==> src/rtl/plot_pkg.sv <==
// Shared types and constants for the plot arbiter: requester ids, coordinate widths,
// default screen size and FSM state encoding.
package plot_pkg;

  localparam int NUM_REQ = 3;
  localparam int X_W     = 8;
  localparam int Y_W     = 7;
  localparam int C_W     = 3;

  localparam int SCREEN_W_DEFAULT = 160;
  localparam int SCREEN_H_DEFAULT = 120;

  typedef logic [1:0] owner_t;

  localparam owner_t REQ_CLEAR  = 2'd0;
  localparam owner_t REQ_TILES  = 2'd1;
  localparam owner_t REQ_DIGITS = 2'd2;

  typedef enum logic [1:0] {
    ST_IDLE    = 2'd0,
    ST_BUSY    = 2'd1,
    ST_HANDOFF = 2'd2
  } state_e;

  function automatic owner_t onehot_to_idx(input logic [NUM_REQ-1:0] oh);
    owner_t idx;
    idx = REQ_CLEAR;
    for (int i = 0; i < NUM_REQ; i++) begin
      if (oh[i]) idx = owner_t'(i);
    end
    return idx;
  endfunction

endpackage

==> src/rtl/plot_arbiter_if.sv <==
// Bus between the pixel requesters and the arbiter, plus the VGA adapter write port.
// The master side drives requests and pixels; the arbiter is the slave.
interface plot_arbiter_if;
  import plot_pkg::*;

  logic [NUM_REQ-1:0]     req;
  logic [NUM_REQ-1:0]     plot_in;
  logic [NUM_REQ*X_W-1:0] x_in;
  logic [NUM_REQ*Y_W-1:0] y_in;
  logic [NUM_REQ*C_W-1:0] colour_in;

  logic [NUM_REQ-1:0]     grant;
  logic [X_W-1:0]         vga_x;
  logic [Y_W-1:0]         vga_y;
  logic [C_W-1:0]         vga_colour;
  logic                   vga_plot;
  logic                   busy;
  logic [7:0]             clip_count;

  modport master (
    output req, plot_in, x_in, y_in, colour_in,
    input  grant, vga_x, vga_y, vga_colour, vga_plot, busy, clip_count
  );

  modport slave (
    input  req, plot_in, x_in, y_in, colour_in,
    output grant, vga_x, vga_y, vga_colour, vga_plot, busy, clip_count
  );
endinterface

==> src/rtl/rr_picker.sv <==
// Combinational round-robin selection: the first requester at or after
// (last_owner+1) mod NUM_REQ wins; all-zero output when nobody requests.
module rr_picker
  import plot_pkg::*;
(
  input  logic [NUM_REQ-1:0] req_i,
  input  owner_t             last_owner_i,
  output logic [NUM_REQ-1:0] winner_o
);

  // Walk from the farthest candidate to the nearest so the nearest one overrides.
  // NOTE: always_comb outputs get a default first so no path leaves them unassigned (no latch).
  always_comb begin
    winner_o = '0;
    for (int k = NUM_REQ; k >= 1; k--) begin
      int idx;
      idx = (int'(last_owner_i) + k) % NUM_REQ;
      if (req_i[idx]) begin
        winner_o      = '0;
        winner_o[idx] = 1'b1;
      end
    end
  end

endmodule

==> src/rtl/plot_arbiter.sv <==
// Three-way round-robin owner of the single VGA write port, no preemption.
// Optional off-screen clipping is enabled by defining PLOT_ARBITER_CLIP_EN.
module plot_arbiter
  import plot_pkg::*;
#(
  parameter int SCREEN_W = SCREEN_W_DEFAULT,
  parameter int SCREEN_H = SCREEN_H_DEFAULT
) (
  input  logic           clk,
  input  logic           resetn,
  plot_arbiter_if.slave  bus
);

  state_e             state_q;
  owner_t             owner_q;
  owner_t             last_owner_q;
  logic [NUM_REQ-1:0] grant_q;
  logic [NUM_REQ-1:0] winner;

  logic [X_W-1:0] x_sel,  vga_x_q,      vga_x_d;
  logic [Y_W-1:0] y_sel,  vga_y_q,      vga_y_d;
  logic [C_W-1:0] c_sel,  vga_colour_q, vga_colour_d;
  logic           vga_plot_q, vga_plot_d;
  logic           accept, off_screen, clip_hit;

  rr_picker u_rr_picker (
    .req_i        (bus.req),
    .last_owner_i (last_owner_q),
    .winner_o     (winner)
  );

  // NOTE: sequential state uses non-blocking assignments so every flop samples pre-edge values.
  always_ff @(posedge clk or negedge resetn) begin
    if (!resetn) begin
      state_q      <= ST_IDLE;
      grant_q      <= '0;
      owner_q      <= REQ_CLEAR;
      last_owner_q <= REQ_DIGITS;
    end else begin
      case (state_q)
        ST_IDLE: if (|bus.req) begin
          grant_q <= winner;
          owner_q <= onehot_to_idx(winner);
          state_q <= ST_BUSY;
        end
        ST_BUSY: if (!bus.req[owner_q]) begin
          grant_q      <= '0;
          last_owner_q <= owner_q;
          state_q      <= ST_HANDOFF;
        end
        ST_HANDOFF: state_q <= ST_IDLE;
        default:    state_q <= ST_IDLE;
      endcase
    end
  end

  always_comb begin
    x_sel = bus.x_in[X_W-1:0];
    y_sel = bus.y_in[Y_W-1:0];
    c_sel = bus.colour_in[C_W-1:0];
    case (owner_q)
      REQ_TILES: begin
        x_sel = bus.x_in[2*X_W-1:X_W];
        y_sel = bus.y_in[2*Y_W-1:Y_W];
        c_sel = bus.colour_in[2*C_W-1:C_W];
      end
      REQ_DIGITS: begin
        x_sel = bus.x_in[3*X_W-1:2*X_W];
        y_sel = bus.y_in[3*Y_W-1:2*Y_W];
        c_sel = bus.colour_in[3*C_W-1:2*C_W];
      end
      default: ;
    endcase
  end

  // A strobe in the cycle the owner drops req is ignored because req[owner] is required.
  assign accept = (state_q == ST_BUSY) && grant_q[owner_q]
                  && bus.req[owner_q] && bus.plot_in[owner_q];
  assign off_screen = (32'(x_sel) >= SCREEN_W) || (32'(y_sel) >= SCREEN_H);

`ifdef PLOT_ARBITER_CLIP_EN
  logic [7:0] clip_count_q;

  assign clip_hit = off_screen;

  always_ff @(posedge clk or negedge resetn) begin
    if (!resetn) begin
      clip_count_q <= '0;
    end else if (accept && clip_hit && (clip_count_q != 8'hFF)) begin
      clip_count_q <= clip_count_q + 8'd1;
    end
  end

  assign bus.clip_count = clip_count_q;
`else
  logic unused_off_screen;

  assign unused_off_screen = off_screen;
  assign clip_hit          = 1'b0;
  assign bus.clip_count    = '0;
`endif

  always_comb begin
    vga_plot_d   = accept && !clip_hit;
    vga_x_d      = vga_x_q;
    vga_y_d      = vga_y_q;
    vga_colour_d = vga_colour_q;
    if (vga_plot_d) begin
      vga_x_d      = x_sel;
      vga_y_d      = y_sel;
      vga_colour_d = c_sel;
    end
  end

  always_ff @(posedge clk or negedge resetn) begin
    if (!resetn) begin
      vga_plot_q   <= 1'b0;
      vga_x_q      <= '0;
      vga_y_q      <= '0;
      vga_colour_q <= '0;
    end else begin
      vga_plot_q   <= vga_plot_d;
      vga_x_q      <= vga_x_d;
      vga_y_q      <= vga_y_d;
      vga_colour_q <= vga_colour_d;
    end
  end

  assign bus.grant      = grant_q;
  assign bus.busy       = |grant_q;
  assign bus.vga_plot   = vga_plot_q;
  assign bus.vga_x      = vga_x_q;
  assign bus.vga_y      = vga_y_q;
  assign bus.vga_colour = vga_colour_q;

endmodule

==> src/flat_wrapper.sv <==
// flat-port wrapper written by rule: the top's interface ports become plain ports
module plot_arbiter_flat import plot_pkg::*;
#(
  parameter int SCREEN_W = SCREEN_W_DEFAULT,
  parameter int SCREEN_H = SCREEN_H_DEFAULT
)
  (clk, resetn, bus_req, bus_plot_in, bus_x_in, bus_y_in, bus_colour_in, bus_grant, bus_vga_x, bus_vga_y, bus_vga_colour, bus_vga_plot, bus_busy, bus_clip_count);
  plot_arbiter_if bus_i ();
  input  logic clk;
  input  logic resetn;
  input wire logic [$bits(bus_i.req)-1:0] bus_req;
  input wire logic [$bits(bus_i.plot_in)-1:0] bus_plot_in;
  input wire logic [$bits(bus_i.x_in)-1:0] bus_x_in;
  input wire logic [$bits(bus_i.y_in)-1:0] bus_y_in;
  input wire logic [$bits(bus_i.colour_in)-1:0] bus_colour_in;
  output wire logic [$bits(bus_i.grant)-1:0] bus_grant;
  output wire logic [$bits(bus_i.vga_x)-1:0] bus_vga_x;
  output wire logic [$bits(bus_i.vga_y)-1:0] bus_vga_y;
  output wire logic [$bits(bus_i.vga_colour)-1:0] bus_vga_colour;
  output wire logic [$bits(bus_i.vga_plot)-1:0] bus_vga_plot;
  output wire logic [$bits(bus_i.busy)-1:0] bus_busy;
  output wire logic [$bits(bus_i.clip_count)-1:0] bus_clip_count;
  assign bus_i.req = bus_req;
  assign bus_i.plot_in = bus_plot_in;
  assign bus_i.x_in = bus_x_in;
  assign bus_i.y_in = bus_y_in;
  assign bus_i.colour_in = bus_colour_in;
  assign bus_grant = bus_i.grant;
  assign bus_vga_x = bus_i.vga_x;
  assign bus_vga_y = bus_i.vga_y;
  assign bus_vga_colour = bus_i.vga_colour;
  assign bus_vga_plot = bus_i.vga_plot;
  assign bus_busy = bus_i.busy;
  assign bus_clip_count = bus_i.clip_count;
  plot_arbiter #(.SCREEN_W(SCREEN_W), .SCREEN_H(SCREEN_H)) u_core (.clk(clk), .resetn(resetn), .bus(bus_i));
endmodule
==> config.mk <==
export PLATFORM = sky130hd
export DESIGN_NAME = plot_arbiter_flat
export DESIGN_NICKNAME = d
export VERILOG_FILES = /design/src/rtl/plot_pkg.sv /design/src/rtl/plot_arbiter_if.sv /design/src/rtl/rr_picker.sv /design/src/rtl/plot_arbiter.sv /design/src/flat_wrapper.sv
export SDC_FILE = /design/constraint.sdc
export NUM_CORES = 1
export LEC_CHECK = 0
export CAP_MARGIN = 20
export CORE_MARGIN = 1
export CORE_UTILIZATION = 44
export CTS_BUF_LIST = sky130_fd_sc_hd__clkbuf_4 sky130_fd_sc_hd__clkbuf_8 sky130_fd_sc_hd__clkbuf_16
export DETAILED_ROUTE_END_ITERATION = 8
export GPL_TIMING_DRIVEN = 0
export PLACE_DENSITY = 0.87
export SYNTH_ARGS = -nofsm -noshare
export SYNTH_HDL_FRONTEND = slang
export SYNTH_HIERARCHICAL = 1
export SYNTH_SLANG_ARGS = --single-unit
export TNS_END_PERCENT = 1
==> constraint.sdc <==
create_clock -name clk -period 2.72 [get_ports clk]
set_input_delay 0.408 -clock clk [delete_from_list [all_inputs] [get_ports clk]]
set_output_delay 0.408 -clock clk [all_outputs]
set_load 0.05 [all_outputs]
==> flow_metrics.py, run 1 <==
metrics = {
    "status": {
        "status": "completed",
    },
    "global_routing": {
        "grt_pass1_wl_um": 7340,
        "grt-ovfl-total": 0,
        "antenna_found_initial": 0,
        "grt_max_degree": 19,
        "grt_util_all_layers_pct": 22.0,
        "grt_pass1_vias": 1597,
    },
    "timing": {
        "fin_crit_sh_pct": 79.8,
        "tightestPinTransition_ns": 0.622,
        "rsz0062_at_grt": "no",
        "final_hold_viol_count": 0,
        "period_minus_slack_ns": 2.17,
        "relSlewSlack_pct": 58.4,
        "maxSlewViolCount": 0,
        "report.final.setup_viol": 0,
        "finalWorstSetupSlack_ns": 0.548,
        "fin_setup_tns_ns": 0,
        "skew_ns": 0.00691,
        "clock.fmax_mhz": 460,
    },
    "cells_and_area": {
        "mostFrequentLayoutCell": "clkdlybuf4s50_1",
        "drive_gt1_share_pct": 16.6,
        "final.fill_count": 305,
        "area_growth_pct": 54.7,
        "mostFrequentLayoutCells": "clkdlybuf4s50_1 (84), dfrtp_1 (27), nand2_1 (26), o21ai_0 (26), a22oi_1 (18)",
        "nets": 359,
        "antenna_cells": 0,
    },
    "critical_path": {
        "cp_num_cells": 2,
        "critPathMaxFanout": 4,
        "start_kind": "flip-flop",
        "r2r_cells": 7,
        "crit_family": "buffers and inverters",
        "arrival_ns": 1.76,
        "worst-endpoint-required_ns": 2.31,
        "path_cells": "or3_1, clkdlybuf4s50_1",
        "path_buf_inv": 1,
        "cp_slowest_stage_delay_ns": 0.70,
        "crit_slowest_cell": "clkdlybuf4s50_1",
        "end_kind": "output pin",
        "crit_type": "flip-flop to output pin",
    },
    "drt": {
        "wl_met1_um": 2000,
        "top_layer": "met4",
        "drc": 0,
        "wl_met2_um": 2530,
        "ant_nets": 0,
        "vias": 1793,
        "dr_wl_met3_um": 242,
        "drt_wl_total_um": 4850,
        "vias_per_cell": 5.27,
        "wl_per_cell_um": 14.3,
        "dr.pass1.iters": 4,
        "drt-initial-drc-count": 127,
    },
    "logic_synthesis": {
        "synth-compound-area-share_pct": 20.8,
        "synth_top_area_share_pct": 36.0,
        "syn_inst": 194,
        "avgSynthCellArea_sq_um": 9.69,
        "yosys.area_share.simple_pct": 13.3,
        "synth_xor_area_share_pct": 0,
        "synth.area.mux_share_pct": 15.6,
        "synth_edf_count": 0,
        "synthesis.area_sq_mm": 0.00188,
        "synth.area.top_cells": "dfrtp_1 (36%), mux2_4 (8.0%), a22oi_1 (7.2%)",
        "yosys.area.top_type": "dfrtp_1",
        "yosys.cell_types.count": 41,
        "synthArstFlopShare_pct": 100,
        "synth_top_family_by_area": "compound AO/OA/AOI/OAI gates",
        "seq_area_frac_synth_pct": 37.4,
        "ys_seq_elements": 28,
        "synth-adder-area-share_pct": 3.99,
        "yosysWarnings": 6,
        "synth_ff_type": "dfrtp_1",
    },
    "clock_network": {
        "cts_sinks": 28,
        "clk_latency_ns": 0.28,
        "htreeDepth": 1,
        "cts-resized-gates": 0,
        "cts_tree": "done",
        "clk_path_buf_depth": 2,
        "post_cts_buffers": 0,
        "clk_pin_slew_ns": 0.10,
        "cts_hold_buf": 0,
        "cts_made_buffers": 3,
        "cts_root_buf": "clkbuf_8",
    },
    "place": {
        "hpwl_um": 3830,
        "post-place-ws_ns": 0.342,
        "gp_congestion": 0.778,
        "io_buffers": 84,
    },
    "floorplanning": {
        "fp-row-count": 23,
        "die_w_um": 67.4,
        "coreArea_sq_mm": 0.00406,
        "io_pins": 93,
        "start_util_pct": 46.3,
        "die_area_sq_mm": 0.00454,
        "die_h_um": 67.4,
    },
    "min_path": {
        "min_path_type": "input pin to asynchronous set/reset pin",
    },
    "power_and_ir_drop": {
        "power.leakage_uw": 0.00128,
        "ir_drop_uv": 442,
        "powerDensity_mw_per_mm2": 997,
    },
    "job": {
        "drv_cap": 0,
    },
}
sequential cells by signal, indices dropped and copies added (netlist names):
register	count
u_core/bus.vga_x	8
u_core/bus.vga_y	7
u_core/bus.grant	3
u_core/bus.vga_colour	3
u_core/last_owner_q	2
u_core/owner_q	2
u_core/state_q	2
u_core/bus.vga_plot	1
stage by stage:
| stage | instance area (sq um) | utilization (%) | power [uW] | hold WS [ns] | cells |
|---|---|---|---|---|---|
| floorplan | 1910 | - | 1990 | 0.112 | 201 |
| global placement | 2810 | 69.2 | 2510 | 0.487 | 335 |
| detailed placement | 2840 | 69.9 | 2570 | 0.496 | 336 |
| CTS | 2910 | 71.7 | 2910 | 0.510 | 340 |
| global route | 2910 | 71.7 | 3100 | 0.534 | 340 |
| finish | 2910 | 71.7 | 2900 | 0.499 | 340 |
Yosys cell counts (3+ instances only):
cell type	n
a22oi_1	18
inv_1	10
mux2_4	10
buf_4	8
clkbuf_1	7
nand3_1	5
ha_1	6
nand3b_1	4
dfrtp_1	27
mux2_2	9
a21oi_1	3
nand2_1	26
o21ai_0	26
power breakdown:
| part | switching (uW) | internal, uW |
|---|---|---|
| combinational | 1150 | 740 |
| clock | 137 | 197 |
| sequential | 102 | 571 |
area by class of cell:
class	count	area, sq um	area share (%)
Inverter	11	41.3	1.42
Buffer	20	121	4.17
Timing Repair Buffer	85	868	29.9
Tap cell	50	62.6	2.15
Clock inverter	1	30.0	1.03
Clock buffer	3	41.3	1.42
Multi-Input combinational cell	142	1040	35.8
Sequential cell	28	702	24.1
final timing paths:
kind | to | slack, ns | start
worst max-delay path | bus_busy | 0.55 | u_core/bus.grant[0]
worst max register to register | u_core/owner_q[0] | 0.60 | u_core/last_owner_q[1]
max in group asynchronous | u_core/bus.grant[0] | 1.71 | resetn
min in group clk | u_core/last_owner_q[1] | 0.51 | u_core/last_owner_q[1]
worst min register to register | u_core/last_owner_q[1] | 0.51 | u_core/last_owner_q[1]
worst min-delay path | u_core/bus.vga_y[3] | 0.50 | resetn
metal layers:
layer	vias to the layer above	GRT usage, %
li1	861	-
met1	856	27.1
met2	69	37.8
met3	7	3.89
met4	0	8.78
met5	-	0
logic make-up (layout without fill, tap and decap cells):
family | Yosys count | in the layout
mux | 22 | 22
flops | 28 | 28
other cells | 1 | 8
compound gates | 58 | 58
buf+inv | 31 | 120
fa+ha+maj | 6 | 6
simple gates | 48 | 48
No activity file was read; power rests on OpenSTA's default activity.
==> run 2, diff against run 1 <==
--- a/config.mk
+++ b/config.mk
@@ -7,11 +7,11 @@
 export LEC_CHECK = 0
 export CAP_MARGIN = 20
 export CORE_MARGIN = 1
-export CORE_UTILIZATION = 44
+export CORE_UTILIZATION = 41
 export CTS_BUF_LIST = sky130_fd_sc_hd__clkbuf_4 sky130_fd_sc_hd__clkbuf_8 sky130_fd_sc_hd__clkbuf_16
 export DETAILED_ROUTE_END_ITERATION = 8
 export GPL_TIMING_DRIVEN = 0
-export PLACE_DENSITY = 0.87
+export PLACE_DENSITY = 0.81
 export SYNTH_ARGS = -nofsm -noshare
 export SYNTH_HDL_FRONTEND = slang
 export SYNTH_HIERARCHICAL = 1
==> constraint.sdc (replaced) <==
create_clock -name clk -period 2.15 [get_ports clk]
set_input_delay 0.3225 -clock clk [delete_from_list [all_inputs] [get_ports clk]]
set_output_delay 0.3225 -clock clk [all_outputs]
set_load 0.05 [all_outputs]
==> flow_metrics.py, run 2 (same netlist as run 1, synthesis figures left out) <==
metrics = {
    "floorplanning": {
        "die_h_um": 69.7,
        "coreArea_sq_mm": 0.00438,
        "die_w_um": 69.7,
        "io_pins": 93,
        "fp-row-count": 24,
        "start_util_pct": 42.9,
        "die_area_sq_mm": 0.00486,
    },
    "place": {
        "gp_congestion": 0.772,
        "io_buffers": 84,
        "post-place-ws_ns": -0.191,
        "placed_area_sq_mm": 0.00283,
        "hpwl_um": 3720,
    },
    "clock_network": {
        "post_cts_buffers": 0,
        "cts_sinks": 28,
        "cts_tree": "done",
        "cts_made_buffers": 3,
        "cts_root_buf": "clkbuf_8",
        "htreeDepth": 1,
        "clk_latency_ns": 0.27,
        "clk_path_buf_depth": 2,
        "clk_pin_slew_ns": 0.10,
    },
    "power_and_ir_drop": {
        "total_power_uw": 3690,
        "ir_drop_uv": 680,
        "pwr-share-clk_pct": 11.1,
        "internal_power_uw": 1920,
        "combPwrFrac_pct": 65.6,
        "seqPwrFrac_pct": 23.2,
        "powerDensity_mw_per_mm2": 1270,
        "power.leakage_uw": 0.00130,
        "swShare_pct": 47.9,
        "p_switching_uw": 1770,
    },
    "global_routing": {
        "grtUsageMet2_pct": 36.5,
        "met1_usage_pct": 26.1,
        "busiest_layer": "met2",
        "grtUsageMet3_pct": 4.65,
        "grt-ovfl-total": 0,
        "grt_pass1_wl_um": 8180,
        "grt_pass1_vias": 1778,
        "grt_util_all_layers_pct": 20.6,
        "grt_max_degree": 17,
        "antenna_found_initial": 0,
    },
    "timing": {
        "final_hold_viol_count": 0,
        "fin_crit_sh_pct": 95.3,
        "rsz0062_at_grt": "yes",
        "relSlewSlack_pct": 51.7,
        "clock.fmax_mhz": 488,
        "period_minus_slack_ns": 2.05,
        "tightestPinTransition_ns": 0.722,
        "maxSlewViolCount": 0,
        "finalWorstSetupSlack_ns": 0.101,
        "skew_ns": 0.00438,
        "report.final.setup_viol": 0,
    },
    "job": {
        "drv_cap": 0,
    },
    "critical_path": {
        "crit_type": "input pin to flip-flop",
        "crit_slowest_cell": "clkdlybuf4s50_1",
        "path_cells": "clkdlybuf4s50_1, mux2i_1, nor2_2, o221ai_4, buf_6, mux2_4",
        "arrival_ns": 2.21,
        "critPathMaxFanout": 10,
        "worst-endpoint-required_ns": 2.31,
        "end_kind": "flip-flop",
        "cp_slowest_stage_delay_ns": 0.52,
        "start_kind": "input pin",
    },
    "drt": {
        "dr.pass1.iters": 5,
        "vias": 1775,
        "vias_per_cell": 5.19,
        "ant_nets": 0,
        "drt-initial-drc-count": 74,
        "wl_per_cell_um": 14.0,
        "drc": 0,
        "drt_wl_total_um": 4780,
    },
    "cells_and_area": {
        "nets": 359,
        "mostFrequentLayoutCell": "clkdlybuf4s50_1",
        "mostFrequentLayoutCells": "clkdlybuf4s50_1 (83), dfrtp_1 (27), nand2_1 (26), o21ai_0 (26), a22oi_1 (18)",
        "final-seq-area_sq_um": 702,
        "drive_gt1_share_pct": 18.3,
        "largest_reg_flops": 8,
        "multi_input_area_sq_mm": 0.00105,
        "area_growth_pct": 54.9,
        "stdcell_area_sq_mm": 0.00291,
        "final.fill_count": 357,
        "antenna_cells": 0,
    },
    "status": {
        "status": "completed",
    },
    "min_path": {
        "min_path_type": "input pin to asynchronous set/reset pin",
    },
}
[run 2: cell types whose count changed in the layout (fill, tap and decap cells not counted), sizes merged]
cell | before | now
dlymetal6s2s | 0 | 1
clkdlybuf4s50 | 84 | 83
clkbuf | 10 | 11
buf | 14 | 13
[run 2: stage by stage]
step | setup TNS, ns | cells | hold slack (ns) | utilization, %
final | 0 | 342 | 0.475 | 66.4
after global routing | -0.00621 | 342 | 0.527 | 66.4
after CTS | 0 | 342 | 0.491 | 66.1
after detailed placement | -1.80 | 338 | 0.496 | 64.5
after global placement | -1.12 | 337 | 0.487 | 64.1
after floorplan | 0 | 201 | 0.0269 | -
[run 2: layout make-up]
class / instances / share of cell area [%]
timing repair buffer: 85 / 29.5
buffer: 20 / 4.34
clock inverter: 1 / 1.03
tap: 52 / 2.24
multi-input combinational: 142 / 35.9
sequential: 28 / 24.1
clock buffer: 3 / 1.42
inverter: 11 / 1.42
[run 2: worst max-delay path: cells and delay by family]
kind,cells,cell delay (ns)
buffers and inverters,2,0.77
muxes,2,0.59
AOI/OAI and AO/OA,1,0.43
and+or+nand+nor,1,0.09
[run 2: final timing paths]
| path | startpoint | endpoint | slack [ns] | cells past startpoint |
|---|---|---|---|---|
| max | bus_req[2] | u_core/bus.vga_x[7] | 0.10 | 6 |
| min | resetn | u_core/bus.vga_x[3] | 0.47 | 1 |
| max reg2reg | u_core/last_owner_q[1] | u_core/owner_q[0] | 0.13 | 8 |
| min reg2reg | u_core/last_owner_q[1] | u_core/last_owner_q[1] | 0.51 | 2 |
| max in group asynchronous | resetn | u_core/last_owner_q[1] | 1.05 | 2 |
| min in group clk | u_core/last_owner_q[1] | u_core/last_owner_q[1] | 0.51 | 2 |
[run 2: what timing repair did]
action                     in CTS  in global routing
setup endpoints to repair       1                 20
resized for setup               1                  7
hold buffers                    0                  0
[run 2: power by group through the flow]
stage	combinational, uW	sequential (uW)	clock, uW
3_5_place_dp	2390	862	0
2_1_floorplan	1180	1340	0
4_1_cts	2400	858	420
6_report	2420	857	411
5_1_grt	2610	880	442
3_3_place_gp	2350	859	0
[run 2: layer usage]
layer,vias up,part of all wire [%]
met5,-,0
met4,0,0.36
met3,2,7.1
met2,72,50
met1,841,42
li1,860,-
==> run 3, diff against run 2 <==
--- a/config.mk
+++ b/config.mk
@@ -10,8 +10,8 @@
 export CORE_UTILIZATION = 41
 export CTS_BUF_LIST = sky130_fd_sc_hd__clkbuf_4 sky130_fd_sc_hd__clkbuf_8 sky130_fd_sc_hd__clkbuf_16
 export DETAILED_ROUTE_END_ITERATION = 8
-export GPL_TIMING_DRIVEN = 0
 export PLACE_DENSITY = 0.81
+export REMOVE_ABC_BUFFERS = 1
 export SYNTH_ARGS = -nofsm -noshare
 export SYNTH_HDL_FRONTEND = slang
 export SYNTH_HIERARCHICAL = 1
==> flow_metrics.py, run 3 (same netlist as run 1, synthesis figures left out) <==
metrics = {
    "timing": {
        "fin_crit_sh_pct": 93.4,
        "rsz0062_at_grt": "no",
        "maxSlewViolCount": 0,
        "relSlewSlack_pct": 56.6,
        "final_hold_viol_count": 0,
        "skew_ns": 0.00735,
        "period_minus_slack_ns": 2.01,
        "report.final.setup_viol": 0,
        "fin_setup_tns_ns": 0,
        "tightestPinTransition_ns": 0.651,
        "clock.fmax_mhz": 498,
    },
    "critical_path": {
        "arrival_ns": 2.19,
        "start_kind": "flip-flop",
        "crit_family": "flip-flops",
        "cp_slowest_stage_delay_ns": 0.56,
        "r2r_cells": 7,
        "path_buf_inv": 1,
        "worst-endpoint-required_ns": 2.33,
        "rrSetupSlack_ns": 0.14,
        "r2r_start": "u_core/last_owner_q[1]",
        "path_cells": "inv_1, ha_1, mux2_4, mux2i_4, o211ai_1, o21a_1, o31ai_1",
        "crit_type": "flip-flop to flip-flop",
        "rr_endpoint": "u_core/owner_q[0]",
        "crit_slowest_cell": "dfstp_2",
        "critPathMaxFanout": 6,
        "end_kind": "flip-flop",
    },
    "cells_and_area": {
        "stdcell_area_sq_mm": 0.00284,
        "largest_reg_flops": 8,
        "nets": 344,
        "mostFrequentLayoutCell": "clkdlybuf4s50_1",
        "drive_gt1_share_pct": 15.6,
        "final_cells": 327,
        "mostFrequentLayoutCells": "clkdlybuf4s50_1 (83), dfrtp_1 (27), nand2_1 (26), o21ai_0 (26), a22oi_1 (18)",
        "antenna_cells": 0,
        "area_growth_pct": 50.9,
    },
    "floorplanning": {
        "io_pins": 93,
        "die_area_sq_mm": 0.00486,
        "coreArea_sq_mm": 0.00438,
        "start_util_pct": 42.9,
        "die_w_um": 69.7,
        "die_h_um": 69.7,
        "fp-row-count": 24,
    },
    "place": {
        "placed_area_sq_mm": 0.00276,
        "io_buffers": 84,
        "dp_cells": 323,
        "gp_congestion": 0.840,
        "hpwl_um": 3420,
    },
    "clock_network": {
        "htreeDepth": 1,
        "cts_tree": "done",
        "cts_sinks": 28,
        "cts_root_buf": "clkbuf_8",
        "clk_latency_ns": 0.27,
        "cts_made_buffers": 3,
        "clk_path_buf_depth": 2,
        "cts_hold_buf": 0,
        "clk_pin_slew_ns": 0.10,
    },
    "min_path": {
        "min_path_type": "input pin to asynchronous set/reset pin",
    },
    "global_routing": {
        "antenna_found_initial": 0,
        "grt_util_all_layers_pct": 19.2,
        "grt_max_degree": 37,
        "grt_pass1_wl_um": 7550,
        "grt_pass1_vias": 1685,
        "grt-ovfl-total": 0,
    },
    "drt": {
        "ant_nets": 0,
        "vias_per_cell": 5.17,
        "vias": 1690,
        "wl_per_cell_um": 13.6,
        "drt_wl_total_um": 4430,
        "drc": 0,
        "drt-initial-drc-count": 99,
        "dr.pass1.iters": 4,
    },
    "status": {
        "status": "completed",
    },
    "power_and_ir_drop": {
        "power.leakage_uw": 0.00124,
        "powerDensity_mw_per_mm2": 1280,
        "ir_drop_uv": 629,
    },
    "job": {
        "drv_cap": 0,
    },
}
## run 3: repair_timing
item                       in CTS  in global routing
gates resized for setup         0                  2
buffers inserted                0                  0
setup endpoints to repair       0                  2
## run 3: worst max-delay path by stage
stage	cells past startpoint	endpoint	from
6_report	7	u_core/owner_q[0]	u_core/last_owner_q[1]
5_1_grt	4	u_core/bus.vga_y[6]	u_core/owner_q[1]
4_1_cts	2	bus_busy	u_core/bus.grant[0]
3_5_place_dp	7	u_core/owner_q[0]	bus_req[0]
3_3_place_gp	7	u_core/owner_q[0]	bus_req[1]
2_1_floorplan	4	u_core/bus.vga_colour[2]	u_core/owner_q[0]
## run 3: final cells by class
type,instances,area (sq um)
multi-input combinational,142,1040
tap,52,65.1
clock buffer,3,41.3
timing repair buffer,90,913
fill,374,1550
clock inverter,1,30.0
inverter,11,41.3
sequential,28,702
## run 3: worst reg2reg max path, stage by stage (launching register included)
cell	delay, ns
dfstp_2	0.56
inv_1	0.06
ha_1	0.23
mux2_4	0.33
mux2i_4	0.23
o211ai_1	0.14
o21a_1	0.16
o31ai_1	0.22
## run 3: per-layer routing
layer  up-vias  GRT usage, %  wire length, um  part of all wire (%)
met5         -             0                0                     0
met4         0          3.33               31                  0.70
met3         4          4.94              317                   7.2
met2        65          33.5             2190                    49
met1       787          24.4             1890                    43
li1        834             -                -                     -
## run 3: power breakdown
| group | leakage, uW | switching (uW) | internal, uW | total (uW) |
|---|---|---|---|---|
| Clock | 0.0000357 | 158 | 249 | 407 |
| Sequential | 0.000364 | 140 | 722 | 863 |
| Combinational | 0.000842 | 1410 | 957 | 2360 |
## run 3: through the flow
step	worst slack (ns)	power [uW]	util (%)	hold slack (ns)
CTS	0.0542	3650	64.6	0.439
global route	0.0656	3900	64.7	0.451
detailed placement	0.152	3230	63.0	0.497
global placement	0.166	3190	63.0	0.488
finish	0.142	3630	64.7	0.427
floorplan	0.277	2450	-	0.0269
